## src/rtl/pe_pkg.sv

```systemverilog
// Shared types and arithmetic helpers for the parametrised systolic PE.
// The helpers work on 64-bit signed values so one function serves any width up to 64.
package pe_pkg;

  localparam int DEF_IN_W    = 8;
  localparam int DEF_OUT_W   = 20;
  localparam int DEF_ACC_W   = 32;
  localparam int DEF_SHIFT_W = 5;
  localparam int DEF_ID_W    = 3;

  // Shift field is sized for the widest supported SHIFT_W; narrower shifts zero-extend.
  localparam int CTRL_SHIFT_W = 8;

  typedef enum logic {
    OS = 1'b0,
    WS = 1'b1
  } dataflow_e;

  typedef struct packed {
    dataflow_e                 dataflow;
    logic                      propagate;
    logic [CTRL_SHIFT_W-1:0]   shift;
  } pe_ctrl_t;

  // Reinterpret the low w bits of x as a signed w-bit value.
  function automatic logic signed [63:0] wrap_to(input logic signed [63:0] x,
                                                 input int unsigned w);
    logic signed [63:0] t;
    t = x <<< (64 - w);
    return t >>> (64 - w);
  endfunction

  // Round half toward +inf, then arithmetic shift; the rounding add wraps at acc_w.
  function automatic logic signed [63:0] rnd_shift(input logic signed [63:0] x,
                                                   input int unsigned s,
                                                   input int unsigned acc_w);
    logic signed [63:0] half;
    logic signed [63:0] sum;
    if (s == 0) begin
      return x;
    end
    if (s >= acc_w) begin
      return x[63] ? -64'sd1 : 64'sd0;
    end
    half = 64'sd1 <<< (s - 1);
    sum  = wrap_to(x + half, acc_w);
    return sum >>> s;
  endfunction

  function automatic logic signed [63:0] sat_clip(input logic signed [63:0] x,
                                                  input int unsigned out_w);
    logic signed [63:0] hi;
    logic signed [63:0] lo;
    hi = (64'sd1 <<< (out_w - 1)) - 64'sd1;
    lo = -hi - 64'sd1;
    if (x > hi) begin
      return hi;
    end
    if (x < lo) begin
      return lo;
    end
    return x;
  endfunction

endpackage

```

## src/rtl/pe_param.sv

```systemverilog
// One mesh cell: OS/WS multiply-accumulate with double-buffered accumulators.
// All outputs are registered; a flows east, b/d and control flow south.
module pe_param
  import pe_pkg::*;
#(
  parameter int IN_W    = DEF_IN_W,
  parameter int OUT_W   = DEF_OUT_W,
  parameter int ACC_W   = DEF_ACC_W,
  parameter int SHIFT_W = DEF_SHIFT_W,
  parameter int ID_W    = DEF_ID_W
) (
  input  logic                     clk,
  input  logic                     rst,
  input  logic                     in_valid,
  input  logic signed [IN_W-1:0]   in_a,
  input  logic signed [OUT_W-1:0]  in_b,
  input  logic signed [OUT_W-1:0]  in_d,
  input  logic                     in_dataflow,
  input  logic                     in_propagate,
  input  logic [SHIFT_W-1:0]       in_shift,
  input  logic [ID_W-1:0]          in_id,
  input  logic                     in_last,
  output logic                     out_valid,
  output logic signed [IN_W-1:0]   out_a,
  output logic signed [OUT_W-1:0]  out_b,
  output logic signed [OUT_W-1:0]  out_c,
  output logic                     out_dataflow,
  output logic                     out_propagate,
  output logic [SHIFT_W-1:0]       out_shift,
  output logic [ID_W-1:0]          out_id,
  output logic                     out_last
);

  logic signed [ACC_W-1:0] c1_reg, c1_next;
  logic signed [ACC_W-1:0] c2_reg, c2_next;
  logic signed [OUT_W-1:0] b_reg, b_next;
  logic signed [OUT_W-1:0] c_reg, c_next;
  logic signed [IN_W-1:0]  a_reg;
  logic                    valid_reg;
  logic                    dataflow_reg;
  logic                    propagate_reg;
  logic [SHIFT_W-1:0]      shift_reg;
  logic [ID_W-1:0]         id_reg;
  logic                    last_reg;

  pe_ctrl_t                ctrl_in;
  logic signed [ACC_W-1:0] a_ext, b_ext, d_ext, prod;
  logic signed [ACC_W-1:0] sel_acc, oth_acc, sel_next, oth_next;

  // sel_acc is the buffer being drained/preloaded this beat, oth_acc the one in use.
  always_comb begin
    ctrl_in  = '{dataflow:  dataflow_e'(in_dataflow),
                 propagate: in_propagate,
                 shift:     CTRL_SHIFT_W'(in_shift)};
    a_ext    = ACC_W'(in_a);
    b_ext    = ACC_W'(in_b);
    d_ext    = ACC_W'(in_d);
    prod     = a_ext * b_ext;
    sel_acc  = ctrl_in.propagate ? c1_reg : c2_reg;
    oth_acc  = ctrl_in.propagate ? c2_reg : c1_reg;
    sel_next = d_ext;
    oth_next = oth_acc;
    b_next   = b_reg;
    c_next   = c_reg;

    if (ctrl_in.dataflow == OS) begin
      c_next   = OUT_W'(sat_clip(rnd_shift(64'(sel_acc), 32'(ctrl_in.shift), ACC_W), OUT_W));
      b_next   = in_b;
      oth_next = oth_acc + prod;
    end else begin
      c_next   = sel_acc[OUT_W-1:0];
      b_next   = OUT_W'(b_ext + a_ext * oth_acc);
    end

    c1_next = ctrl_in.propagate ? sel_next : oth_next;
    c2_next = ctrl_in.propagate ? oth_next : sel_next;
  end

  always_ff @(posedge clk or negedge rst) begin
    if (!rst) begin
      valid_reg     <= 1'b0;
      c1_reg        <= '0;
      c2_reg        <= '0;
      a_reg         <= '0;
      b_reg         <= '0;
      c_reg         <= '0;
      dataflow_reg  <= 1'b0;
      propagate_reg <= 1'b0;
      shift_reg     <= '0;
      id_reg        <= '0;
      last_reg      <= 1'b0;
    end else begin
      valid_reg <= in_valid;
      if (in_valid) begin
        c1_reg        <= c1_next;
        c2_reg        <= c2_next;
        a_reg         <= in_a;
        b_reg         <= b_next;
        c_reg         <= c_next;
        dataflow_reg  <= in_dataflow;
        propagate_reg <= in_propagate;
        shift_reg     <= in_shift;
        id_reg        <= in_id;
        last_reg      <= in_last;
      end
    end
  end

  assign out_valid     = valid_reg;
  assign out_a         = a_reg;
  assign out_b         = b_reg;
  assign out_c         = c_reg;
  assign out_dataflow  = dataflow_reg;
  assign out_propagate = propagate_reg;
  assign out_shift     = shift_reg;
  assign out_id        = id_reg;
  assign out_last      = last_reg;

endmodule
```

## config.mk

```make
export PLATFORM = sky130hd
export DESIGN_NAME = pe_param
export DESIGN_NICKNAME = d
export VERILOG_FILES = /design/src/rtl/pe_pkg.sv /design/src/rtl/pe_param.sv
export SDC_FILE = /design/constraint.sdc
export NUM_CORES = 1
export LEC_CHECK = 0
export CAP_MARGIN = 20
export CORE_MARGIN = 2
export CORE_UTILIZATION = 50
export DETAILED_ROUTE_END_ITERATION = 10
export PLACE_DENSITY = 0.68
export SETUP_SLACK_MARGIN = 0.4
export SLEW_MARGIN = 15
export SYNTH_ARGS = -nofsm -noshare
export SYNTH_HDL_FRONTEND = slang
export SYNTH_SLANG_ARGS = --single-unit
```

## constraint.sdc

```tcl
create_clock -name clk -period 9.7 [get_ports clk]
set_input_delay 1.94 -clock clk [delete_from_list [all_inputs] [get_ports clk]]
set_output_delay 1.94 -clock clk [all_outputs]
set_load 0.02 [all_outputs]
```

* Word level (Yosys, flattened, before mapping) *
Cells that the tools add are included.

operators by class
  add/sub/neg operators = 4
  multipliers = 2
  order comparisons = 2
  shift-type cells = 2
  muxes and demuxes = 21
  reductions and logical operators = 1

operators by type and width
  kind                                                   number
  2-to-1 mux 64 bit                                      3
  2-to-1 mux 32 bit                                      5
  2-to-1 mux 20 bit                                      6
  > comparator 64 x 20 -> 1 bit (second input constant)  1
  < comparator 64 x 20 -> 1 bit (second input constant)  1
  >>> shifter 32 x 5 -> 64 bit                           1
  adder 32 x 28 -> 32 bit                                1
  adder 32 bit                                           1
  multiplier 8 x 32 -> 20 bit                            1
  <<< shifter 2 x 32 -> 32 bit (first input constant)    1
  multiplier 8 x 20 -> 28 bit                            1
  adder 20 bit                                           1
  2-to-1 mux 1 bit                                       7
  subtractor 5 x 1 -> 6 bit (second input constant)      1
  zero test 5 bit                                        1

storage, ports and cells
  bits in registers = 124
  output and inout bits = 60
  word-level logic and storage cells = 43

* Depth between registers and ports, before layout *
  depth in word-level cells = 14
  gate-level depth with buffers = 31
  gate-level depth less buffers = 26

* Worst setup path after synthesis *
Ideal clock, no wire load.

  path type = in2reg
  start point = in in_propagate
  end point = reg c1_reg[31]
  library setup time = 0.139 ns
  data arrival time = 8.863 ns
  data required time = 9.561 ns
  slack = 0.698 ns
  stages on the path = 29
  cell sequence = clkbuf_1 -> buf_1 -> buf_1 -> buf_1 -> clkbuf_1 -> mux2_2 -> inv_1 -> fa_1 -> inv_1 -> fa_1 -> ha_1 -> inv_1 -> fa_1 -> inv_1 -> ha_1 -> ha_1 -> a21o_1 -> a21oi_1 -> o21a_1 -> o311ai_0 -> o311a_1 -> o211ai_1 -> nand3_1 -> a31oi_1 -> o21ai_0 -> xnor2_1 -> nor2_1 -> mux2i_1 -> a21oi_1

on the way
  word-level cells in the longest chain between the ends = 4

ends and longest elaborated chain
  what                     line            RTL
  from (decl)              pe_param.sv:19  input logic in_propagate,
  2-to-1 mux 32 bit        pe_param.sv:60  oth_acc = ctrl_in.propagate ? c2_reg : c1_reg;
  adder 32 x 28 -> 32 bit  pe_param.sv:69  oth_next = oth_acc + prod;
  2-to-1 mux 32 bit        pe_param.sv:66  if (ctrl_in.dataflow == OS) begin
  2-to-1 mux 32 bit *      pe_param.sv:75  c1_next = ctrl_in.propagate ? sel_next : oth_next;
  to (signal assigned)     pe_param.sv:95  c1_reg <= c1_next;
  to (decl)                pe_param.sv:34  logic signed [ACC_W-1:0] c1_reg, c1_next;

Mark *: on every way between the ends. The rest lies on a longest branch, timed or not.
A chain may end at the register's enable or synchronous reset.

* Worst setup path in the final report *
  start point = in in_shift[3]
  end point = reg c_reg[9], in the netlist out_c[9]

on the way
  word-level cells in the longest chain between the ends = 13
  elaborated cells on any way between the ends = 20
  classes of those cells = add/sub (2); order compare (2); shift (2); mux (13); reduce/logical (1)

ends and longest elaborated chain
  what                            line            RTL
  from (decl)                     pe_param.sv:20  input logic [SHIFT_W-1:0] in_shift,
  subtractor 5 x 1 -> 6 bit       pe_pkg.sv:45    half = 64'sd1 <<< (s - 1);
  <<< shifter 2 x 32 -> 32 bit    pe_pkg.sv:45
  adder 32 bit                    pe_pkg.sv:46    sum = wrap_to(x + half, acc_w);
  >>> shifter 32 x 5 -> 64 bit    pe_pkg.sv:47    return sum >>> s;
  2-to-1 mux 64 bit *             pe_pkg.sv:42    if (s >= acc_w) begin
  2-to-1 mux 64 bit *             pe_param.sv:66
  < comparator 64 x 20 -> 1 bit   pe_pkg.sv:59    if (x < lo) begin
  2-to-1 mux 1 bit (2 in series)  pe_pkg.sv:59
  2-to-1 mux 1 bit                pe_param.sv:66
  2-to-1 mux 20 bit               pe_pkg.sv:62    return x;
  2-to-1 mux 20 bit *             pe_pkg.sv:59
  2-to-1 mux 20 bit *             pe_param.sv:66
  to (signal assigned)            pe_param.sv:99  c_reg <= c_next;
  to (decl)                       pe_param.sv:37  logic signed [OUT_W-1:0] c_reg, c_next;

Mark *: on every way between the ends. The rest lies on a longest branch, timed or not. The select of a mux whose other input is x is not followed.

==> flow_metrics.py <==
metrics = {
    "setup_path": {
        "crit_path_max_fanout": 39,
        "crit_type": "in2reg",
        "cp_cell_sequence": "clkdlybuf4s50_1 -> buf_4 -> nor3_1 -> nor2_1 -> a21oi_1 -> buf_4 -> nor2_1 -> ha_1 -> nand4_1 -> or3_1 -> a211oi_2 -> nor3_1 -> nor3_1 -> o32ai_1 -> a211oi_1 -> nand4_1 -> a311oi_1 -> nand4_1 -> nor3_4 -> o221ai_1 -> a31oi_1",
        "slowest_stage": "a211oi_1",
        "crit-reg2reg-launch": "c2_reg[6]$_DFFE_PN0P_",
        "critPathMaxStageDelay_ps": 680,
        "end_kind": "flop",
        "startpoint": "in_shift[3]",
        "cp_data_required_time_ps": 10100,
        "startpoint_type": "input pin",
        "arrival_ps": 9370,
    },
    "sta": {
        "setup_tns_ps": 0,
        "fmax_ghz": 0.111,
        "final_min_period_over_clock_period": 0.925,
        "hold_viol": 0,
        "drv_slew": 0,
        "finalSetupViolations": 0,
        "min_period_ps": 8980,
        "skew_ps": 14.4,
        "grt_setup_unrepaired": "false",
        "worstMarginPinSlew_ps": 964,
        "fin_ws_ps": 724,
        "slew_headroom": 0.351,
    },
    "clock_tree": {
        "htreeDepth": 4,
        "cts_resized": 0,
        "clk_pin_slew_ps": 70,
        "tritoncts": "built",
        "clkSinkCount": 124,
        "cts_buffers": 17,
        "clk_latency_ps": 490,
        "cts_setup_buffers": 0,
        "holdBufCountCts": 0,
        "clock-root-buffer": "clkbuf_16",
        "clock_path_buffers": 2,
    },
    "floorplan": {
        "row_count": 78,
        "dieArea_mm2": 0.0472,
        "core_mm2": 0.0452,
        "die_x_um": 217,
        "boundaryPins": 122,
        "fp.dieH_um": 217,
        "initial_core_util": 0.504,
    },
    "grt": {
        "grt_pass1_wl_um": 125000,
        "grt_max_degree": 76,
        "track_usage": 0.351,
        "grt_antenna_before_repair": 0,
        "gr-total-overflow": 0,
        "grt_pass1_vias": 20600,
    },
    "yosys": {
        "synthFlopType": "dfrtp_1",
        "synth-edff-count": 0,
        "synth_async_sr_flop_share": 1.00,
        "synth-seq-area-share": 0.136,
        "synth-seq-cells": 124,
        "syn_avg_cell_area_um2": 8.47,
        "yosys_warnings": 0,
        "syn_nets": 3171,
        "syn_area_mm2": 0.0228,
        "syn-instance-count": 2688,
        "ys_types": 92,
    },
    "layout": {
        "final_common_cell": "nand2_1",
        "fin_nets": 3205,
        "layout_common_cells": "nand2_1 (327), inv_1 (296), fa_1 (276), nor2_1 (213), a21oi_1 (164)",
        "filler_cell_count": 4210,
        "drive_gt1_frac": 0.0863,
        "antenna_cells": 0,
        "multi_input_area_mm2": 0.0178,
        "ff_latch_area_mm2": 0.00310,
        "area_growth_pct": 10.1,
    },
    "routing": {
        "routed_wl_um": 80100,
        "via_count": 20400,
        "ant_nets": 0,
        "drc": 0,
        "vias_per_cell": 6.12,
        "drt_pass1_iterations": 5,
        "drt-initial-drc-count": 2113,
        "post_drt_wl_per_cell_um": 24.0,
    },
    "hold_path": {
        "min_path_type": "reg2reg",
        "min_from": "out_b[6]$_DFFE_PN0P_",
    },
    "place": {
        "place_ws_ps": 618,
        "port-buffer-count": 121,
        "place_congestion": 1.08,
        "dpl.hpwl_um": 64800,
    },
    "run": {
        "cap_violations": 0,
    },
    "status": {
        "status": "completed",
    },
}
[metal layers]
layer	routed length [um]	part of all wire	track usage	vias to the layer above
li1	-	-	-	9161
met4	2750	0.034	0.118	0
met1	34700	0.43	0.484	10200
met2	36400	0.45	0.551	875
met5	0	0	0	-
met3	6210	0.078	0.0732	128
[cells by family (layout without fill, tap and decap cells)]
group,Yosys count,count (layout),synth area share
simple gates,835,835,0.170
compound gates,606,606,0.176
buf+inv,462,509,0.0797
fa+ha+maj,421,421,0.322
mux,162,162,0.0843
flops,124,124,0.136
xor+xnor,78,78,0.0303
[area by class of cell]
| cell class | instances | share of cell area |
|---|---|---|
| clock buffer | 20 | 0.0182 |
| clock inverter | 12 | 0.00649 |
| inverter | 299 | 0.0448 |
| multi-input combinational | 2102 | 0.712 |
| sequential | 124 | 0.124 |
| tap | 600 | 0.0299 |
| timing repair buffer | 178 | 0.0650 |
[cells in the mapped netlist (29+ instances only)]
cell type / instances / share of area
nand2_1: 327 / 0.054
clkbuf_1: 124 / 0.020
nand3_1: 29 / 0.0064
xnor2_1: 59 / 0.023
a21oi_1: 164 / 0.036
mux2_2: 87 / 0.043
a211oi_1: 43 / 0.014
dfrtp_1: 124 / 0.14
ha_1: 145 / 0.080
mux2i_1: 60 / 0.026
fa_1: 276 / 0.24
nor2_1: 213 / 0.035
o22ai_1: 42 / 0.012
and2_1: 119 / 0.033
a21o_1: 40 / 0.013
nor3_1: 35 / 0.0077
inv_1: 298 / 0.049
o21ai_0: 111 / 0.024
[through the flow]
step	cells	area [um^2]	utilization	hold WS, ps
finish	3335	25100	0.555	488
global route	3335	25100	0.555	510
CTS	3335	25100	0.555	487
detailed placement	3303	24400	0.541	472
global placement	3303	24400	0.541	466
floorplan	2688	22800	-	462
[worst paths after layout]
kind	end	slack, ps	depth (start not counted)
setup / recovery	out_c[9]$_DFFE_PN0P_	720	21
hold / removal	out_b[6]$_DFFE_PN0P_	490	1
setup reg to reg	c1_reg[30]$_DFFE_PN0P_	2990	22
hold reg to reg	out_b[6]$_DFFE_PN0P_	490	1
max in group asynchronous	out_shift[0]$_DFFE_PN0P_	6940	2
min in group asynchronous	c2_reg[6]$_DFFE_PN0P_	1500	1
[critical path, delay by kind of cell]
kind | cells | cell delay [ps]
simple gates | 10 | 3420
buf+inv | 3 | 920
fa+ha+maj | 1 | 580
compound gates | 7 | 2480
Power is left out: the tool's default activity adds up to more than one toggle a clock period on the data nets, which glitch-free logic cannot reach.
